==> src/rtl/alu_pkg.sv <==
// Shared ALU control codes and execute-stage FSM state type.
package alu_pkg;
  localparam logic [3:0] ALU_AND = 4'b0000;
  localparam logic [3:0] ALU_OR  = 4'b0001;
  localparam logic [3:0] ALU_ADD = 4'b0010;
  localparam logic [3:0] ALU_SUB = 4'b0110;
  localparam logic [3:0] ALU_SLT = 4'b0111;
  localparam logic [3:0] ALU_MUL = 4'b1000;

  typedef enum logic [1:0] {ST_IDLE, ST_MUL, ST_HOLD} alu_state_e;
endpackage

==> src/rtl/alu_serial_mul.sv <==
// Shift-add multiplier, one multiplier bit per cycle, WIDTH iterations.
// done pulses during the last iteration; prod is valid in that same cycle.
module alu_serial_mul #(
  parameter int WIDTH = 32
) (
  input  logic             clk,
  input  logic             rst,
  input  logic             start,
  input  logic [WIDTH-1:0] a,
  input  logic [WIDTH-1:0] b,
  output logic             done,
  output logic [WIDTH-1:0] prod
);
  localparam int CW = (WIDTH > 2) ? $clog2(WIDTH) : 1;

  logic             busy;
  logic [CW-1:0]    cnt;
  logic [WIDTH-1:0] acc, mcand, mplier;

  assign prod = acc + (mplier[0] ? mcand : '0);
  assign done = busy && (cnt == CW'(WIDTH - 1));

  always_ff @(posedge clk or posedge rst) begin
    if (rst) begin
      busy   <= 1'b0;
      cnt    <= '0;
      acc    <= '0;
      mcand  <= '0;
      mplier <= '0;
    end else if (start) begin
      busy   <= 1'b1;
      cnt    <= '0;
      acc    <= '0;
      mcand  <= a;
      mplier <= b;
    end else if (busy) begin
      acc    <= prod;
      mcand  <= mcand << 1;
      mplier <= mplier >> 1;
      cnt    <= done ? '0 : cnt + 1'b1;
      busy   <= !done;
    end
  end
endmodule

==> src/rtl/alu_exec_stage.sv <==
// Registered ALU execute stage with valid/ready handshake.
// Define ALU_MUL_EN to enable the serial multiplier (code 1000) and MUL/HOLD states.
module alu_exec_stage
  import alu_pkg::*;
#(
  parameter int WIDTH = 32
) (
  input  logic             clk_i,
  input  logic             rst_i,
  input  logic             in_valid_i,
  output logic             in_ready_o,
  input  logic [3:0]       ALUCtrl_i,
  input  logic [WIDTH-1:0] src1_i,
  input  logic [WIDTH-1:0] src2_i,
  output logic             out_valid_o,
  input  logic             out_ready_i,
  output logic [WIDTH-1:0] result_o,
  output logic             zero_o,
  output logic             overflow_o,
  output logic             illegal_o
);
  logic [WIDTH-1:0] op_res, sum, diff;
  logic             op_ovf, op_ill, accept;

  assign sum  = src1_i + src2_i;
  assign diff = src1_i - src2_i;

  always_comb begin
    op_res = '0;
    op_ovf = 1'b0;
    op_ill = 1'b0;
    case (ALUCtrl_i)
      ALU_AND: op_res = src1_i & src2_i;
      ALU_OR:  op_res = src1_i | src2_i;
      ALU_ADD: begin
        op_res = sum;
        op_ovf = (src1_i[WIDTH-1] == src2_i[WIDTH-1]) && (sum[WIDTH-1] != src1_i[WIDTH-1]);
      end
      ALU_SUB: begin
        op_res = diff;
        op_ovf = (src1_i[WIDTH-1] != src2_i[WIDTH-1]) && (diff[WIDTH-1] != src1_i[WIDTH-1]);
      end
      ALU_SLT: op_res = {{(WIDTH-1){1'b0}}, $signed(src1_i) < $signed(src2_i)};
      default: op_ill = 1'b1;
    endcase
  end

`ifdef ALU_MUL_EN
  alu_state_e       state;
  logic             mul_start, mul_done;
  logic [WIDTH-1:0] mul_prod;

  assign in_ready_o = (state == ST_IDLE) && (!out_valid_o || out_ready_i);
  assign accept     = in_valid_i && in_ready_o;
  assign mul_start  = accept && (ALUCtrl_i == ALU_MUL);

  alu_serial_mul #(.WIDTH(WIDTH)) u_mul (
    .clk(clk_i), .rst(rst_i), .start(mul_start),
    .a(src1_i), .b(src2_i), .done(mul_done), .prod(mul_prod)
  );
`else
  assign in_ready_o = !out_valid_o || out_ready_i;
  assign accept     = in_valid_i && in_ready_o;
`endif

  always_ff @(posedge clk_i or posedge rst_i) begin
    if (rst_i) begin
`ifdef ALU_MUL_EN
      state <= ST_IDLE;
`endif
      out_valid_o <= 1'b0;
      result_o    <= '0;
      zero_o      <= 1'b0;
      overflow_o  <= 1'b0;
      illegal_o   <= 1'b0;
    end else begin
`ifdef ALU_MUL_EN
      case (state)
        ST_IDLE: begin
          // accept implies any old result is retired on this edge
          if (mul_start) begin
            out_valid_o <= 1'b0;
            state       <= ST_MUL;
          end else if (accept) begin
            out_valid_o <= 1'b1;
            result_o    <= op_res;
            zero_o      <= (op_res == '0);
            overflow_o  <= op_ovf;
            illegal_o   <= op_ill;
          end else if (out_ready_i) begin
            out_valid_o <= 1'b0;
          end
        end
        ST_MUL: if (mul_done) begin
          out_valid_o <= 1'b1;
          result_o    <= mul_prod;
          zero_o      <= (mul_prod == '0);
          overflow_o  <= 1'b0;
          illegal_o   <= 1'b0;
          state       <= ST_HOLD;
        end
        ST_HOLD: if (out_ready_i) begin
          out_valid_o <= 1'b0;
          state       <= ST_IDLE;
        end
        default: state <= ST_IDLE;
      endcase
`else
      if (accept) begin
        out_valid_o <= 1'b1;
        result_o    <= op_res;
        zero_o      <= (op_res == '0);
        overflow_o  <= op_ovf;
        illegal_o   <= op_ill;
      end else if (out_ready_i) begin
        out_valid_o <= 1'b0;
      end
`endif
    end
  end
endmodule

==> config.mk <==
export PLATFORM = sky130hd
export DESIGN_NAME = alu_exec_stage
export DESIGN_NICKNAME = d
export VERILOG_FILES = /design/src/rtl/alu_pkg.sv /design/src/rtl/alu_serial_mul.sv /design/src/rtl/alu_exec_stage.sv
export SDC_FILE = /design/constraint.sdc
export NUM_CORES = 1
export LEC_CHECK = 0
export BUFFER_PORTS_ARGS = -buffer_cell sky130_fd_sc_hd__buf_4
export CAP_MARGIN = 0
export CORE_ASPECT_RATIO = 1.75
export CORE_MARGIN = 4
export CORE_UTILIZATION = 25
export CTS_CLUSTER_DIAMETER = 40
export DETAILED_ROUTE_END_ITERATION = 7
export GPL_TIMING_DRIVEN = 0
export MAX_ROUTING_LAYER = met4
export PLACE_DENSITY = 0.48
export SLEW_MARGIN = 0
export SYNTH_ARGS = -nofsm -noshare
export SYNTH_HDL_FRONTEND = slang
export SYNTH_SLANG_ARGS = --single-unit
==> constraint.sdc <==
create_clock -name clk_i -period 2.8 [get_ports clk_i]
set_input_delay 0.14 -clock clk_i [delete_from_list [all_inputs] [get_ports clk_i]]
set_output_delay 0.14 -clock clk_i [all_outputs]
set_load 0.01 [all_outputs]
# --- Word level (Yosys, flattened, before mapping) ---
# Cells that the tools add are included.
# Widths: inputs -> output; s select.
classes:
  n_eq_ne: 8
  order_cmp: 1
  reduce_logical: 9
  mux: 5
  bitwise_logic: 2
  addsub: 2
op_table:
  columns: ["operator", "n"]
  rows:
  - ["$pmux 32 s5", 1]
  - ["$add 32x32->32", 1]
  - ["$and 32x32->32", 1]
  - ["$logic_not 32->1", 1]
  - ["$lt 32x32->1", 1]
  - ["$or 32x32->32", 1]
  - ["$sub 32x32->32", 1]
  - ["$eq 4x3->1 const B", 2]
  - ["$reduce_or 5->1", 1]
  - ["$eq 4x1->1 const B", 1]
  - ["$eq 4x2->1 const B", 1]
  - ["$logic_not 4->1", 1]
  - ["$logic_and 1x1->1", 3]
  - ["$mux 1", 3]
  - ["$ne 1x1->1", 3]
  - ["$pmux 1 s2", 1]
  - ["$reduce_bool 2->1", 1]
  - ["$eq 1x1->1", 1]
  - ["$logic_not 1->1", 1]
  - ["$logic_or 1x1->1", 1]
word_totals:
  regBits: 36
  elab_cells: 32
  inputBits: 72
  out_inout_bits: 37

# --- Longest topological paths before layout ---
# Gate-level depths: netlist of run 1.
depth:
  depth_word: 4
  ltp_mapped: 15
  mapped_depth_nobuf: 15

# --- Worst setup path after synthesis of run 1 ---
# Ideal clock, no wire load.
synth_path:
  path_kind: "input -> register"
  from: "input port src1_i[0]"
  to: "register zero_o"
  setup_time_ns: 0.066
  n_path_buf: 0
  t_required_ns: 2.734
  slack_ns: -0.702
  arrival_time_ns: 3.436
  path_stages: 15
  path_cell_list: "inv_1 ha_1 inv_1 fa_1 nor2b_2 o311a_4 o21a_4 or4_4 a31o_4 a21boi_4 o221a_1 o21ai_1 or4_4 nor4b_2 a22o_1"
synth_via:
  elab_chain_cells: 3
  word_cells_on_any_way: 7
  classes_between: "add/sub (2); order compare (1); mux (1); bitwise (2); reduce/logical (1)"
synth_lines:
  columns: ["item", "line_no", "text"]
  rows:
  - ["start: declaration", "alu_exec_stage.sv:13", "input logic [WIDTH-1:0] src1_i,"]
  - ["$sub 32x32->32, or another cell as far along", "alu_exec_stage.sv:26", "assign diff = src1_i - src2_i;"]
  - ["$pmux 32 s5 (*)", "alu_exec_stage.sv:32", "case (ALUCtrl_i)"]
  - ["$logic_not 32->1 (*)", "alu_exec_stage.sv:112", "zero_o <= (op_res == '0);"]
  - ["end signal: assignment", "alu_exec_stage.sv:112", null]
  - ["end: declaration", "alu_exec_stage.sv:18", "output logic zero_o,"]
# Every way passes the cells marked *; elsewhere a longest branch is shown, timed or not.
# A chain may end at the register's enable or synchronous reset.

# --- Worst setup path in the final report of run 1 ---
layout_path:
  from: "input port src2_i[0]"
  to: "register zero_o"
layout_via:
  elab_chain_cells: 3
  word_cells_on_any_way: 7
  classes_between: "add/sub (2); order compare (1); mux (1); bitwise (2); reduce/logical (1)"
layout_lines:
  columns: ["item", "line_no", "text"]
  rows:
  - ["start: declaration", "alu_exec_stage.sv:14", "input logic [WIDTH-1:0] src2_i,"]
  - ["$sub 32x32->32, or another cell as far along", "alu_exec_stage.sv:26", null]
  - ["$pmux 32 s5 (*)", "alu_exec_stage.sv:32", null]
  - ["$logic_not 32->1 (*)", "alu_exec_stage.sv:112", null]
# Marked as above.

==> results of run 1 <==
layout make-up:
| cell class | instances | share of cell area (%) |
|---|---|---|
| multi-input combinational | 789 | 65.3 |
| timing repair buffer | 143 | 11.7 |
| sequential | 36 | 9.29 |
| tap | 369 | 4.76 |
| inverter | 101 | 4.22 |
| buffer | 55 | 3.16 |
| clock buffer | 6 | 1.43 |
| clock inverter | 2 | 0.103 |
critical path: stages:
cell      delay (ns)
buf_8           0.09
ha_4            0.15
inv_2           0.04
fa_2            0.33
or2b_1          0.29
a21oi_4         0.23
o21ai_4         0.10
o211ai_1        0.30
a41o_2          0.37
a21oi_4         0.11
and3_4          0.20
o31a_1          0.31
or4_4           0.54
nor4b_4         0.22
a22o_1          0.15
path summary, 6_finish.rpt:
| check | startpoint | to | slack (ns) | depth (start not counted) |
|---|---|---|---|---|
| worst max-delay path | src2_i[0] | zero_o | -0.57 | 15 |
| worst min-delay path | rst_i | out_valid_o | 0.01 | 2 |
| worst max register to register | out_valid_o | zero_o | 0.01 | 10 |
| worst min register to register | result_o[11] | result_o[11] | 0.48 | 2 |
| max in group asynchronous | rst_i | result_o[2] | 2.29 | 2 |
| min in group clk_i | in_valid_i | out_valid_o | 0.07 | 2 |
repair_timing:
item / in CTS / in global routing
endpoints found under the setup margin: 28 / 17
gates resized for setup: 118 / 130
pin swaps: 28 / 57
buffers inserted: 11 / 26
metal layers:
| layer | global-route usage (%) | vias up | part of all wire [%] |
|---|---|---|---|
| met2 | 42.7 | 258 | 56 |
| li1 | - | 3852 | - |
| met1 | 20.6 | 3993 | 33 |
| met4 | 15.1 | 0 | 8.4 |
| met3 | 1.28 | 98 | 2.9 |
| met5 | - | - | 0 |
registers in the layout, indices dropped and copies added, names as in the netlist:
register / count
out_valid_o: 1
zero_o: 1
illegal_o: 1
result_o: 32
overflow_o: 1
layout by cell type, fill, tap and decap left out, types with 9 or more instances in the layout:
cell type,n
a21o_1,13
a21oi_1,68
buf_4,133
buf_6,12
clkbuf_1,24
clkbuf_2,11
dfrtp_1,36
ha_1,82
ha_4,15
inv_1,85
nand2_1,102
nand2b_1,14
nand3_1,19
nand4_1,10
nor2_1,69
nor2b_1,11
nor3_1,20
nor4_1,9
o211ai_1,16
o21ai_0,64
or2_2,11
where the power goes:
part / switching (mW) / internal, mW
logic: 1.17 / 0.807
clock network: 0.209 / 0.350
registers: 0.0507 / 0.602
total: 1.43 / 1.76
stage by stage:
stage	TNS (ns)	hold slack [ns]	power, mW
global route	-1.89	0.0864	3.37
finish	-1.30	0.0112	3.19
detailed placement	-23.74	0.333	2.29
floorplan	-0.591	0.248	1.61
global placement	-28.03	0.354	2.29
CTS	-1.77	0.0307	3.02
cells by family (layout without fill, tap and decap cells):
| kind of cell | after synthesis | in the layout | share of synthesized area (%) |
|---|---|---|---|
| buf+inv | 161 | 307 | 8.85 |
| compound gates | 341 | 341 | 33.4 |
| mux | 15 | 15 | 2.33 |
| simple gates | 324 | 324 | 23.1 |
| xor+xnor | 9 | 9 | 1.14 |
| flops | 36 | 36 | 13.0 |
| fa+ha+maj | 100 | 100 | 18.2 |
==> run metrics, run 1 <==
Commonest cells post-synth nand2_1, inv_1, ha_1, a21oi_1, nor2_1; P_leak 4.20 nW; Period Utilization, post-route 120%; GPL Wtd Cong 1.00; clk buf depth 2; I/O pin count 109; routed wire length 34,500 um; TritonCTS Sinks 36; Peak Freq 0.296 GHz; Max-Cap Viols 0; length of the first detailed-routing pass in iterations 4; yosys warns 0; clock slew at reported path FFs 0.05 ns; fin crit period 3.37 ns; Syn Area/Cell 7.04 sq um; TritonCTS clock tree done; flops & latches, synth 36; Worst Setup Start Kind primary input; post-place instance area 8240 sq um; final core occ 35.5%; max-slew violations 0; Site Rows 80; vias in the first global route 8,143; Final nets 1,303; Placed Cells 1,462; Hold Vio Cnt, Final 0; Root Driver clkbuf_16; Hold Buf Count CTS 0; leading area contributor after synthesis ha_1; top cells by area, synth ha_1, dfrtp_1, a21oi_1, nand2_1, inv_1; Post-synth EDFFs 0; measured slew at the worst slew-check pin 0.957 ns; post-route worst setup slack -0.573 ns; hold crit path type primary input to async pin; Primary FF master, synth dfrtp_1; vias 8,201; core area 27,300 sq um; # fillers 2,947; pre-CTS WS -1.89 ns; Post-DRT Antenna Nets 0; initial antenna violation count 0; Worst setup EP type flop; area of the multi-input gates 6330 sq um; Syn Nets 1,158; fin cells 1,501; H-tree depth 2; Die ar. 30,600 sq um; failing checks setup timing; P per Cell Area 329 nW/um^2; cell count after synthesis 986; Avg WL per Cell 23.0 um; Die X 134 um; status finished, violations left; CP Max Fanout 4; Crit path required time 3.02 ns; buffers added on ports 106; largest net degree at the start of global routing 37; top-count cell post-synth nand2_1; maximum vdd drop 0.000234 V; Layout Skew 0.00345 ns; share of cells above drive strength 1 29.5%; register area share after synthesis 13.0%; n_diodes 0; Final Setup Violations 6; post-DP HPWL 28,000 um; synthesized area 6940 sq um; Total Routing Usage GR 22.2%; RSZ-0062 raised after global routing true; Yosys cell types 76; Num CTS Buffers 5; async set-reset flop share out of synthesis 100%; Via-to-Cell Ratio 5.46; Max transition margin 36.2%; die height 228 um; Worst-Skew Late Latency 0.28 ns; Area Overhead vs Synth 39.7%; grt ovf 0; Reg area 901 sq um; Final Cell Area 9690 sq um; drt drc 0; WP data arrival 3.59 ns; DR iter-0 viols 475; first-pass GRT wire length 50,300 um; WS Path Type primary input to flop; Initial Util 25.4%; Synth top area share 17.7%
Note: power is estimated with default switching activity, not from simulation.
==> inputs of run 2 (changes only) <==
--- a/config.mk
+++ b/config.mk
@@ -5,7 +5,7 @@
 export SDC_FILE = /design/constraint.sdc
 export NUM_CORES = 1
 export LEC_CHECK = 0
-export BUFFER_PORTS_ARGS = -buffer_cell sky130_fd_sc_hd__buf_4
+export BUFFER_PORTS_ARGS = -buffer_cell sky130_fd_sc_hd__buf_2
 export CAP_MARGIN = 0
 export CORE_ASPECT_RATIO = 1.75
 export CORE_MARGIN = 4
==> run metrics, run 2 (same netlist as run 1, synthesis figures left out) <==
status finished, violations left; failing checks setup timing; clock slew at reported path FFs 0.05 ns (about the same); Die X 134 um (unchanged); P per Cell Area 329 nW/um^2 (about the same); core area 27,300 sq um (unchanged); Layout Skew 0.00291 ns (-0.000535 ns); met3 usage 1.41% (+0.13 points); share of cells above drive strength 1 34.4% (+4.9 points); Crit path required time 3.02 ns (about the same); routed wire length 35,600 um (+3.3%); CP max-delay cell or4_4; # fillers 2,928 (-0.64%); Via-to-Cell Ratio 5.47 (+0.20%); measured slew at the worst slew-check pin 0.914 ns (-0.0436 ns); H-tree depth 2 (unchanged); DR iter-0 viols 595 (+25%); CP Cell Sequence buf_8 > inv_6 > ha_4 > inv_2 > fa_2 > nor2b_4 > o311a_4 > o21a_4 > or4_4 > a31o_4 > a21boi_4 > o2111a_1 > nor3_4 > or4_4 > nor4b_4 > a22o_1; Num CTS Buffers 5 (unchanged); Final nets 1,350 (+3.6%); Hold Vio Cnt, Final 0 (unchanged); Die ar. 30,600 sq um (unchanged); commonest non-fill, non-tap cell in the layout buf_2; drt drc 0 (unchanged); TritonCTS Sinks 36 (unchanged); WP data arrival 3.57 ns (-0.02 ns); hold crit path type primary input to async pin; TritonCTS clock tree done; clk buf depth 2 (unchanged); largest net degree at the start of global routing 37 (unchanged); Initial Util 25.4% (unchanged); global-route met2 utilization 43.0% (+0.27 points); Post-DRT Antenna Nets 0 (unchanged); Avg WL per Cell 23.0 um (+0.16%); vias 8,475 (+3.3%); length of the first detailed-routing pass in iterations 5 (+1); Placed Cells 1,463 (+0.068%); Max transition margin 39.1% (+2.9 points); Worst setup EP type flop; Worst Setup Start Kind primary input; Worst-Skew Late Latency 0.28 ns (about the same); maximum vdd drop 0.000281 V (+20%); vias in the first global route 8,531 (+4.8%); Max-Cap Viols 0 (unchanged); crit path buf inv count 3 (+1); RSZ-0062 raised after global routing true; final core occ 36.6% (+1.1 points); buffers added on ports 106 (unchanged); Period Utilization, post-route 120% (-0.75 points); WS Path Type primary input to flop; GPL Wtd Cong 0.990 (-1.1%); Area Overhead vs Synth 43.9%; n_diodes 0 (unchanged); CP Max Fanout 3 (-1); Root Driver clkbuf_16; Top Usage Layer GRT met2; initial antenna violation count 0 (unchanged); Worst path top cell family by delay simple AND/OR/NAND/NOR gates; Total Routing Usage GR 22.7% (+0.47 points); I/O pin count 109 (unchanged); max-slew violations 0 (unchanged); fin crit period 3.35 ns (-0.0211 ns); Final Setup Violations 9 (+3); P_leak 4.39 nW (+4.6%); die height 228 um (unchanged); fin cells 1,548 (+3.1%); post-route worst setup slack -0.552 ns (+0.0211 ns); M1 GR Usage 20.8% (+0.15 points); most flop-heavy register result_o; Peak Freq 0.298 GHz (+0.63%); post-DP HPWL 27,800 um (-0.70%); most frequent cells in the layout buf_2, nand2_1, ha_1, inv_1, buf_4; max FFs per register 32 (unchanged); Critical Path Most Common Cell or4_4; first-pass GRT wire length 51,400 um (+2.2%); Site Rows 80 (unchanged); crit-path max cell delay 0.51 ns (-0.03 ns); grt ovf 0 (unchanged)
## run 2: changes by cell type in the layout (fill, tap and decap cells not counted), moves of 3 or more
cell	change
inv_1	-7
inv_2	+7
buf_4	-61
o21ai_1	-3
clkbuf_2	+3
buf_2	+95
nand2_2	+4
nand2_1	-5
buf_6	+10
## run 2: area by class of cell
type	count	area, sq um	share of cell area, %
Inverter	101	409	4.10
Multi-Input combinational cell	789	6430	64.4
Clock buffer	8	146	1.47
Timing Repair Buffer	192	1340	13.4
Tap cell	369	462	4.62
Sequential cell	36	901	9.02
Buffer	53	302	3.02
## run 2: per-layer routing
layer,vias to the layer above,routed length (um)
met5,-,0
met2,296,19100
met3,135,1080
li1,3951,-
met4,0,3470
met1,4093,11900
## run 2: timing repair
action | in CTS | in global routing
resized for setup | 177 | 118
hold buffers | 0 | 0
pin swaps | 50 | 68
buffers inserted | 45 | 44
gates cloned | 0 | 1
endpoints found under the setup margin | 24 | 19
## run 2: report_power, final
group	total, mW	internal (mW)	switching, mW	leakage (nW)
registers	0.650	0.602	0.0478	0.461
logic	2.08	0.855	1.23	3.86
clock network	0.556	0.355	0.201	0.0712
## run 2: final timing paths
kind                                end          from  cells past startpoint  slack, ns
max in group asynchronous   result_o[7]         rst_i                      2       2.31
min                        result_o[17]         rst_i                      2      0.004
max                              zero_o     src1_i[0]                     16      -0.55
min reg2reg                result_o[19]  result_o[19]                      2       0.48
min in group clk_i          out_valid_o    in_valid_i                      2       0.09
max reg2reg                      zero_o   out_valid_o                     10       0.10
## run 2: worst register-to-register path: stages, from the launching register on
cell,delay (ns)
dfrtp_1,0.37
nand2b_1,0.14
nand2_1,0.19
nor4b_4,0.46
o2111ai_1,0.24
nor4_4,0.33
nand4_1,0.16
nor3_2,0.17
nand4b_1,0.18
nor4b_4,0.24
a22o_1,0.15
## run 2: metrics by stage
stage / area, sq um / hold slack (ns) / total power [mW] / TNS, ns / worst slack (ns)
global route: 9990 / 0.0759 / 3.47 / -2.49 / -0.618
finish: 9990 / 0.00405 / 3.29 / -1.65 / -0.552
global placement: 7970 / 0.368 / 2.21 / -31.51 / -1.98
floorplan: 6970 / 0.248 / 1.61 / -0.591 / -0.591
CTS: 9280 / 0.0309 / 3.07 / -2.23 / -0.594
detailed placement: 7980 / 0.321 / 2.21 / -19.38 / -1.99
==> inputs of run 3 (changes only) <==
--- a/config.mk
+++ b/config.mk
@@ -10,6 +10,7 @@
 export CORE_ASPECT_RATIO = 1.75
 export CORE_MARGIN = 4
 export CORE_UTILIZATION = 25
+export CTS_BUF_LIST = sky130_fd_sc_hd__clkbuf_16
 export CTS_CLUSTER_DIAMETER = 40
 export DETAILED_ROUTE_END_ITERATION = 7
 export GPL_TIMING_DRIVEN = 0
==> run metrics, run 3 (same netlist as run 1, synthesis figures left out) <==
status finished, violations left; failing checks setup timing; CP endpoint zero_o; final total power 3.25 mW (-1.1%); initial antenna violation count 0 (unchanged); P per Cell Area 326 nW/um^2 (-0.97%); Post-DRT Antenna Nets 0 (unchanged); drt drc 0 (unchanged); core area 27,300 sq um (unchanged); Crit path required time 3.02 ns (about the same); crit-path max cell delay 0.51 ns (about the same); Period Utilization, post-route 120% (about the same); Critical Path Most Common Cell or4_4; vias in the first global route 8,531 (unchanged); Hold Vio Cnt, Final 0 (unchanged); CP Max Fanout 3 (unchanged); reg-to-reg startpoint out_valid_o; Site Rows 80 (unchanged); TritonCTS Sinks 36 (unchanged); switching share of power 45.4% (+0.48 points); Worst R2R End zero_o; Fin Setup TNS -1.65 ns (+0.00369 ns); routed wire length 35,600 um (about the same); max FFs per register 32 (unchanged); sequential share of power 20.0% (+0.2 points); Worst path top cell family by delay simple AND/OR/NAND/NOR gates; CP Cell Sequence buf_8 > inv_6 > ha_4 > inv_2 > fa_2 > nor2b_4 > o311a_4 > o21a_4 > or4_4 > a31o_4 > a21boi_4 > o2111a_1 > nor3_4 > or4_4 > nor4b_4 > a22o_1; Avg WL per Cell 23.0 um (about the same); Total Routing Usage GR 22.7% (unchanged); WS Path Type primary input to flop; vias 8,488 (+0.15%); R2R cell count 10 (unchanged); share of cells above drive strength 1 34.4% (-0.085 points); largest net degree at the start of global routing 37 (unchanged); Max-Cap Viols 0 (unchanged); # fillers 2,926 (-0.068%); Num CTS Buffers 5 (unchanged); Die X 134 um (unchanged); Layout Skew 0.00180 ns (-0.00112 ns); post-route worst setup slack -0.553 ns (-0.000746 ns); I/O pin count 109 (unchanged); grt ovf 0 (unchanged); FF-to-FF setup slack 0.11 ns (about the same); post-DP HPWL 27,800 um (unchanged); fin crit period 3.35 ns (+0.000746 ns); measured slew at the worst slew-check pin 0.914 ns (unchanged); Hold Buf Count CTS 0 (unchanged); most flop-heavy register result_o; WP data arrival 3.57 ns (about the same); commonest non-fill, non-tap cell in the layout buf_2; Worst-Skew Late Latency 0.27 ns (about the same); Comb power frac 64.0% (+0.6 points); area of the multi-input gates 6430 sq um (unchanged); Die ar. 30,600 sq um (unchanged); worst setup path startpoint src1_i[0]; Via-to-Cell Ratio 5.48 (+0.15%); Net Switching 1.48 mW (about the same); CP max-delay cell or4_4; Reg area 901 sq um (unchanged); length of the first detailed-routing pass in iterations 5 (unchanged); DR iter-0 viols 598 (+0.50%); max-slew violations 0 (unchanged); buffers added on ports 106 (unchanged); Worst setup EP type flop; hold crit path type primary input to async pin; Root Driver clkbuf_16; Final nets 1,350 (unchanged); GPL Wtd Cong 0.990 (unchanged); Initial Util 25.4% (unchanged); RSZ-0062 raised after global routing true; TritonCTS clock tree done; Critical Path Stages 16 (unchanged); Worst Setup Start Kind primary input; clk buf depth 2 (unchanged); Final Setup Violations 9 (unchanged); P_leak 4.39 nW (about the same); internal power 1.78 mW (-1.9%); clock slew at reported path FFs 0.05 ns (about the same); die height 228 um (unchanged); maximum vdd drop 0.000280 V (-0.20%); H-tree depth 2 (unchanged); Area Overhead vs Synth 43.8%; first-pass GRT wire length 51,400 um (unchanged); most frequent cells in the layout buf_2, nand2_1, inv_1, ha_1, buf_4; Clk network pwr share 16.0% (-0.9 points); Max transition margin 39.1% (unchanged); Peak Freq 0.298 GHz (about the same); crit path buf inv count 3 (unchanged); n_diodes 0 (unchanged)
==> run 3: power groups by stage <==
| stage | Combinational (mW) | Sequential [mW] | Clock, mW |
|---|---|---|---|
| 2_1_floorplan | 0.925 | 0.689 | 0 |
| 3_3_place_gp | 1.55 | 0.659 | 0 |
| 3_5_place_dp | 1.55 | 0.660 | 0 |
| 4_1_cts | 1.86 | 0.651 | 0.524 |
| 5_1_grt | 2.23 | 0.659 | 0.545 |
| 6_report | 2.08 | 0.650 | 0.520 |
==> run 3: worst min-delay path by stage <==
stage / end / slack (ns) / depth (start not counted)
floorplan: out_valid_o / 0.25 / 1
global placement: out_valid_o / 0.37 / 2
detailed placement: result_o[30] / 0.32 / 2
CTS: result_o[26] / 0.03 / 2
global route: zero_o / 0.08 / 2
finish: result_o[30] / 0.006 / 2
==> run 3: cell type report <==
type,instances,area share [%]
timing repair buffer,192,13.4
multi-input combinational,789,64.5
clock inverter,3,0.113
tap,369,4.63
buffer,53,3.02
sequential,36,9.03
clock buffer,5,1.25
inverter,101,4.10
==> run 3: repair_timing <==
| item | 4_1_cts | 5_1_grt |
|---|---|---|
| endpoints found under the hold margin | 0 | 0 |
| gates resized for setup | 177 | 118 |
| endpoints found under the setup margin | 24 | 19 |
| pin swaps | 50 | 68 |
| buffers inserted | 45 | 44 |
| gates cloned | 0 | 1 |
==> run 3: layer usage <==
metal | wire length, um | global-route usage, % | vias up
met1 | 11900 | 20.8 | 4102
met5 | 0 | - | -
li1 | - | - | 3952
met3 | 1090 | 1.41 | 135
met2 | 19100 | 43.0 | 299
met4 | 3470 | 17.2 | 0
==> run 3: stage by stage <==
| stage | std cells | hold WS, ns | setup slack, ns | utilization [%] | instance area (sq um) |
|---|---|---|---|---|---|
| 2_1_floorplan | 986 | 0.248 | -0.591 | - | 6970 |
| 3_3_place_gp | 1461 | 0.368 | -1.98 | 29.1 | 7970 |
| 3_5_place_dp | 1463 | 0.321 | -1.99 | 29.2 | 7980 |
| 4_1_cts | 1511 | 0.0307 | -0.594 | 33.9 | 9270 |
| 5_1_grt | 1548 | 0.0758 | -0.618 | 36.5 | 9980 |
| 6_report | 1548 | 0.00607 | -0.553 | 36.5 | 9980 |
==> run 3: worst reg2reg max path, cell delays in order (launching register included) <==
cell       delay (ns)
dfrtp_1          0.38
nand2b_1         0.14
nand2_1          0.19
nor4b_4          0.46
o2111ai_1        0.24
nor4_4           0.33
nand4_1          0.16
nor3_2           0.18
nand4b_1         0.18
nor4b_4          0.24
a22o_1           0.15
